--- src/rtl/vehicle_sensor_conditioner.sv ---
// vehicle_sensor_conditioner: debounced, latched road-B vehicle request with arrival count and stuck-loop fail-safe
module vehicle_sensor_conditioner #(
  parameter int DEBOUNCE_CYCLES = 4,
  parameter int STUCK_CYCLES    = 200,
  parameter int COUNT_W         = 8
) (
  input  logic               clk,
  input  logic               reset,
  input  logic               loop_raw,
  input  logic               serve_b,
  input  logic               count_clr,
  output logic               sensorB,
  output logic [COUNT_W-1:0] vehicle_count,
  output logic               fault
);
  localparam int DW = $clog2(DEBOUNCE_CYCLES + 1);
  localparam int SW = $clog2(STUCK_CYCLES + 1);
  localparam logic [DW-1:0] DB_LAST   = DW'(DEBOUNCE_CYCLES - 1);
  localparam logic [DW-1:0] DB_ONE    = DW'(1);
  localparam logic [SW-1:0] STUCK_MAX = SW'(STUCK_CYCLES);
  typedef enum logic [1:0] {LOW, QUAL_H, HIGH, QUAL_L} db_state_t;
  db_state_t state, state_n;
  logic [DW-1:0] db_cnt, db_cnt_n;
  logic [SW-1:0] stuck_cnt;
  logic s1, s2, filtered, arrival, req;
  assign filtered = (state == HIGH) || (state == QUAL_L);
  assign fault    = stuck_cnt == STUCK_MAX;
  assign sensorB  = req | (fault & ~serve_b);
  // two-flop synchroniser for the asynchronous loop input
  always_ff @(posedge clk or negedge reset)
    if (!reset) {s1, s2} <= 2'b00;
    else {s1, s2} <= {loop_raw, s1};
  // debounce state and qualification counter
  always_ff @(posedge clk or negedge reset)
    if (!reset) begin
      state  <= LOW;
      db_cnt <= '0;
    end else begin
      state  <= state_n;
      db_cnt <= db_cnt_n;
    end
  // debounce transitions; with a one-sample window the qualify states are skipped
  always_comb begin
    state_n  = state;
    db_cnt_n = db_cnt;
    arrival  = 1'b0;
    case (state)
      LOW: if (s2) begin
        state_n  = (DEBOUNCE_CYCLES == 1) ? HIGH : QUAL_H;
        db_cnt_n = (DEBOUNCE_CYCLES == 1) ? '0 : DB_ONE;
        arrival  = DEBOUNCE_CYCLES == 1;
      end
      QUAL_H: begin
        state_n  = !s2 ? LOW : (db_cnt == DB_LAST) ? HIGH : QUAL_H;
        db_cnt_n = (!s2 || db_cnt == DB_LAST) ? '0 : db_cnt + 1'b1;
        arrival  = s2 && db_cnt == DB_LAST;
      end
      HIGH: if (!s2) begin
        state_n  = (DEBOUNCE_CYCLES == 1) ? LOW : QUAL_L;
        db_cnt_n = (DEBOUNCE_CYCLES == 1) ? '0 : DB_ONE;
      end
      default: begin
        state_n  = s2 ? HIGH : (db_cnt == DB_LAST) ? LOW : QUAL_L;
        db_cnt_n = (s2 || db_cnt == DB_LAST) ? '0 : db_cnt + 1'b1;
      end
    endcase
  end
  // request latch, saturating arrival counter and stuck-high timer
  always_ff @(posedge clk or negedge reset)
    if (!reset) begin
      req           <= 1'b0;
      vehicle_count <= '0;
      stuck_cnt     <= '0;
    end else begin
      req           <= serve_b ? 1'b0 : (arrival | req);
      vehicle_count <= count_clr ? COUNT_W'(arrival) :
                       (arrival && vehicle_count != '1) ? vehicle_count + 1'b1 : vehicle_count;
      stuck_cnt     <= !filtered ? '0 : (stuck_cnt == STUCK_MAX) ? stuck_cnt : stuck_cnt + 1'b1;
    end
endmodule

--- config.mk ---
export PLATFORM = sky130hd
export DESIGN_NAME = vehicle_sensor_conditioner
export DESIGN_NICKNAME = d
export VERILOG_FILES = /design/src/rtl/vehicle_sensor_conditioner.sv
export SDC_FILE = /design/constraint.sdc
export NUM_CORES = 1
export LEC_CHECK = 0
export CAP_MARGIN = 20
export CORE_MARGIN = 3
export CORE_UTILIZATION = 55
export CTS_CLUSTER_DIAMETER = 30
export DETAILED_ROUTE_END_ITERATION = 10
export PLACE_DENSITY = 0.83
export SYNTH_ARGS = -nofsm -noshare
export SYNTH_HDL_FRONTEND = slang
export SYNTH_SLANG_ARGS = --single-unit
--- constraint.sdc ---
create_clock -name clk -period 3.8 [get_ports clk]
set_input_delay 0.38 -clock clk [delete_from_list [all_inputs] [get_ports clk]]
set_output_delay 0.38 -clock clk [all_outputs]
set_load 0.005 [all_outputs]
After elaboration in Yosys (flattened, before gate mapping)
Cells that the tools add are included.
{ "classes": {"addsub": 3, "n_eq_ne": 9, "muxes": 18, "bitwise": 4, "n_reduce_logical": 9} }
{ "op_table": {"columns": ["cell", "count"], "rows": [
  ["$mux 8", 4],
  ["$add 8x1->8 const B", 2],
  ["$mux 2", 6],
  ["$mux 3", 4],
  ["$pmux 3 s3", 1],
  ["$eq 8x8->1 const B", 1],
  ["$ne 8x8->1 const B", 1],
  ["$ne 2x2->1 const B", 3],
  ["$pmux 2 s3", 1],
  ["$eq 2x2->1 const B", 2],
  ["$add 3x1->3 const B", 1],
  ["$eq 3x2->1 const B", 1],
  ["$logic_or 1x1->1", 3],
  ["$eq 2x1->1 const B", 1],
  ["$logic_and 1x1->1", 2],
  ["$logic_not 2->1", 1],
  ["$mux 1", 2],
  ["$or 1x1->1", 2],
  ["$reduce_and 2->1", 1],
  ["$reduce_bool 2->1", 1],
  ["$and 1x1->1", 1],
  ["$logic_not 1->1", 1],
  ["$not 1->1", 1]
]} }
{ "word_totals": {"regBits": 24, "input_bits": 5, "out_inout_bits": 10} }

Logic depth before layout (Yosys ltp)
{ "logic_depth": {"word_depth": 6, "mapped_depth": 7, "mapped_depth_nobuf": 6} }

Least setup slack after synthesis
OpenSTA, ideal clock, no wires.
{ "synth_timing": {"kind": "reg2reg", "from": "register db_cnt[0]", "to": "register vehicle_count[5]", "arrival_time_ns": 1.643, "t_required_ns": 3.722, "setup_slack_ns": 2.080, "path_stages_with_launch": 8, "n_path_buf": 1, "period_less_slack_ns": 1.720, "cell_sequence": "dfrtp_1 -> ha_1 -> ha_1 -> and4b_1 -> buf_4 -> o21ai_2 -> or4_1 -> a21oi_1"} }
{ "synth_via": {"elab_chain_cells": 5} }
{ "synth_lines": {"columns": ["element", "line_no", "rtl"], "rows": [
  ["start: declaration", "23", "logic [DW-1:0] db_cnt, db_cnt_n;"],
  ["start signal: assignment", "40", "db_cnt <= db_cnt_n;"],
  ["$eq 3x2->1", "56", "arrival = s2 && db_cnt == DB_LAST;"],
  ["$logic_and 1x1->1", "56", null],
  ["$mux 1", null, null],
  ["$logic_and 1x1->1", "77", "(arrival && vehicle_count != '1) ? vehicle_count + 1'b1 : vehicle_count;"],
  ["$reduce_bool 2->1 (no source line)", null, null],
  ["end signal: assignment", "76", "vehicle_count <= count_clr ? COUNT_W'(arrival) :"],
  ["end: declaration", "13", "output logic [COUNT_W-1:0] vehicle_count,"]
]} }
No other way between the ends.
A chain may end at the register's enable or synchronous reset.

Worst setup path after layout
{ "layout_timing": {"from": "register stuck_cnt[0]", "to": "output port sensorB"} }
{ "layout_via": {"elab_chain_cells": 3} }
{ "layout_lines": {"columns": ["element", "line_no", "rtl"], "rows": [
  ["start: declaration", "24", "logic [SW-1:0] stuck_cnt;"],
  ["start signal: assignment", "78", "stuck_cnt <= !filtered ? '0 : (stuck_cnt == STUCK_MAX) ? stuck_cnt : stuck_cnt + 1'b1;"],
  ["$eq 8x8->1", "27", "assign fault = stuck_cnt == STUCK_MAX;"],
  ["$and 1x1->1", "28", "assign sensorB = req | (fault & ~serve_b);"],
  ["$or 1x1->1", "28", null],
  ["end: declaration", "12", "output logic sensorB,"]
]} }
No other way between the ends.

==> impl_metrics.json <==
{
  "seqCellArea_um2": 601,
  "ctsResizeCount": 0,
  "maxCapViolCount": 0,
  "grt_pass1_vias": 824,
  "slew_viol_final": 0,
  "fin_crit_ps": 2460,
  "grt_antenna_before_repair": 0,
  "dp_cells": 155,
  "wl_um": 2150,
  "gr-total-overflow": 0,
  "worstPathArrival_ps": 2080,
  "cpPeakStageDelay_ps": 490,
  "synth_area_leader_cell": "dfrtp_1",
  "yosys.area.top_type_share": 0.490,
  "die-area_um2": 2830,
  "yosysMostFrequentCell": "dfrtp_1",
  "grt_max_degree": 25,
  "worstPathRequired_ps": 3420,
  "ys_ff_latch": 24,
  "synth_nets": 128,
  "port_buffers": 14,
  "dr.pass1.iters": 2,
  "powerDensity_nw_per_um2": 432,
  "relSlewSlack": 0.666,
  "cp_max_fo": 5,
  "hpwl_um": 1630,
  "setup_slack_ps": 1340,
  "worst_ir_drop_vdd_mv": 0.370,
  "gp_congestion": 0.757,
  "cts.clk_slew.worst_paths_ps": 130,
  "tritoncts": "done",
  "synth_edf_count": 0,
  "die_height_um": 53.2,
  "p_leak_uw": 0.000640,
  "p_int_uw": 422,
  "p_comb_frac": 0.230,
  "synthTopCellsByCount": "dfrtp_1 (24), nor2_1 (11), nand2_1 (8), inv_1 (7), nand3_1 (7)",
  "start_util": 0.600,
  "grt_usage": 0.177,
  "seq_area_frac_synth": 0.490,
  "power_frac_clock": 0.213,
  "cpMaxStageDelayCell": "clkdlybuf4s50_1",
  "synth_area_um2": 1230,
  "worstPathCellList": "inv_1 > ha_1 > nand4_1 > nor4_4 > a21o_1 > clkdlybuf4s50_1",
  "clock_latency_ps": 310,
  "ys_warn_count": 0,
  "finClkSkew_ps": 3.48,
  "area_growth_pct": 17.1,
  "final.setup.tns_ps": 0,
  "grt_pass1_wl_um": 3650,
  "drive_gt1_frac": 0.0677,
  "clock_path_buffers": 2,
  "fmax_ghz": 0.406,
  "syn_avg_cell_area_um2": 10.5,
  "power.total_uw": 620,
  "ctsHtreeMaxLevel": 1,
  "synth_area_leaders": "dfrtp_1 (49%), ha_1 (6.1%), xnor2_1 (4.3%)",
  "multi_input_area_um2": 584,
  "max_slew.worst_pin.slew_ps": 497,
  "synth_cell_type_count": 36,
  "synth_flop_cell": "dfrtp_1",
  "cts_root_buffer": "clkbuf_4",
  "die_width_um": 53.2,
  "drtIter0Drc": 7,
  "num_vias": 861,
  "pwr-share-seq": 0.557,
  "io_pins": 15,
  "hold_violations": 0,
  "vias_per_cell": 5.38,
  "fill_cells": 164,
  "clock-sinks": 24,
  "fin_util": 0.703,
  "diodes": 0,
  "synthCells": 117,
  "drc": 0,
  "cts_made_buffers": 3,
  "period_share": 0.648,
  "worstSetupStartpointType": "flop",
  "critical_path_class": "flop to output port",
  "p_sw_uw": 198,
  "cts_setup_buffers": 0,
  "endpoint_kind": "output port",
  "ant_nets": 0,
  "synthArstFlopShare": 1.00,
  "postCtsHoldBufs": 0,
  "cp_top_family": "buffers and inverters",
  "layout.cells.non_filler": 160,
  "hold_path.class": "input port to async pin",
  "rsz0062_at_grt": "no",
  "num_rows": 16,
  "finalNetCount": 145,
  "place_ws_ps": 1680,
  "crit_buf_inv": 2,
  "setup_viol": 0,
  "wl_per_cell_um": 13.4,
  "design.core.area_um2": 2040,
  "swShare": 0.319,
  "status": "finished, final reports clean"
}
registers in the layout, summed over array words and instances, names as in the netlist:
signal         flops
vehicle_count      8
req                1
stuck_cnt          8
state              2
db_cnt             3
s1                 1
s2                 1
power groups by stage:
| stage | combinational, uW | sequential, uW | clock, uW |
|---|---|---|---|
| floorplan | 115 | 328 | 0 |
| global placement | 132 | 344 | 0 |
| detailed placement | 142 | 350 | 0 |
| CTS | 143 | 345 | 135 |
| global route | 165 | 353 | 146 |
| finish | 142 | 345 | 132 |
metal layers:
| metal | track usage | routed length, um | vias up |
|---|---|---|---|
| met4 | 0.0638 | 10 | 0 |
| met1 | 0.224 | 1010 | 412 |
| met5 | 0 | 0 | - |
| met3 | 0.0451 | 61 | 2 |
| li1 | - | - | 439 |
| met2 | 0.290 | 1060 | 8 |
through the flow:
stage / hold slack (ps) / cell area [um^2]
after global routing: 364 / 1440
after detailed placement: 340 / 1390
after global placement: 333 / 1390
final: 354 / 1440
after CTS: 369 / 1420
after floorplan: 84.4 / 1230
layout by cell type (no fill, tap or decap), drive strengths merged, types with 2 or more instances in the layout:
cell type / synthesis / routed
dfrtp: 24 / 24
clkdlybuf4s50: 0 / 14
nor2: 11 / 11
nand2: 8 / 8
inv: 7 / 7
nand3: 7 / 7
xnor2: 6 / 6
ha: 6 / 6
nor2b: 5 / 5
mux2i: 4 / 4
and2: 4 / 4
nand4: 4 / 4
clkbuf: 1 / 4
xor2: 3 / 3
a21oi: 3 / 3
o211ai: 2 / 2
and3: 2 / 2
o31ai: 2 / 2
nor4: 2 / 2
o21ai: 2 / 2
cells by family (layout without fill, tap and decap cells):
kind of cell               Yosys count  count (layout)  share of synthesized area
and+or+nand+nor                     50              50                      0.236
muxes                                5               5                     0.0418
AOI/OAI and AO/OA                   13              13                     0.0735
DFF                                 24              24                      0.490
buffers and inverters               10              26                     0.0337
xor gates and xnor gates             9               9                     0.0643
adders and majority gates            6               6                     0.0612
cell type report:
type	count	area share
Sequential cell	24	0.418
Multi-Input combinational cell	83	0.407
Timing Repair Buffer	15	0.108
Clock buffer	4	0.0253
Tap cell	27	0.0235
Inverter	7	0.0183
worst paths after layout:
path / start / endpoint / slack [ps] / cells past startpoint
max reg2reg: db_cnt[0] / vehicle_count[5] / 1820 / 6
min: reset / req / 350 / 1
min in group clk: s1 / s2 / 370 / 0
min reg2reg: s1 / s2 / 370 / 0
max: stuck_cnt[0] / sensorB / 1340 / 6
max in group asynchronous: reset / vehicle_count[5] / 3000 / 2
(Power assumes the default switching activity.)
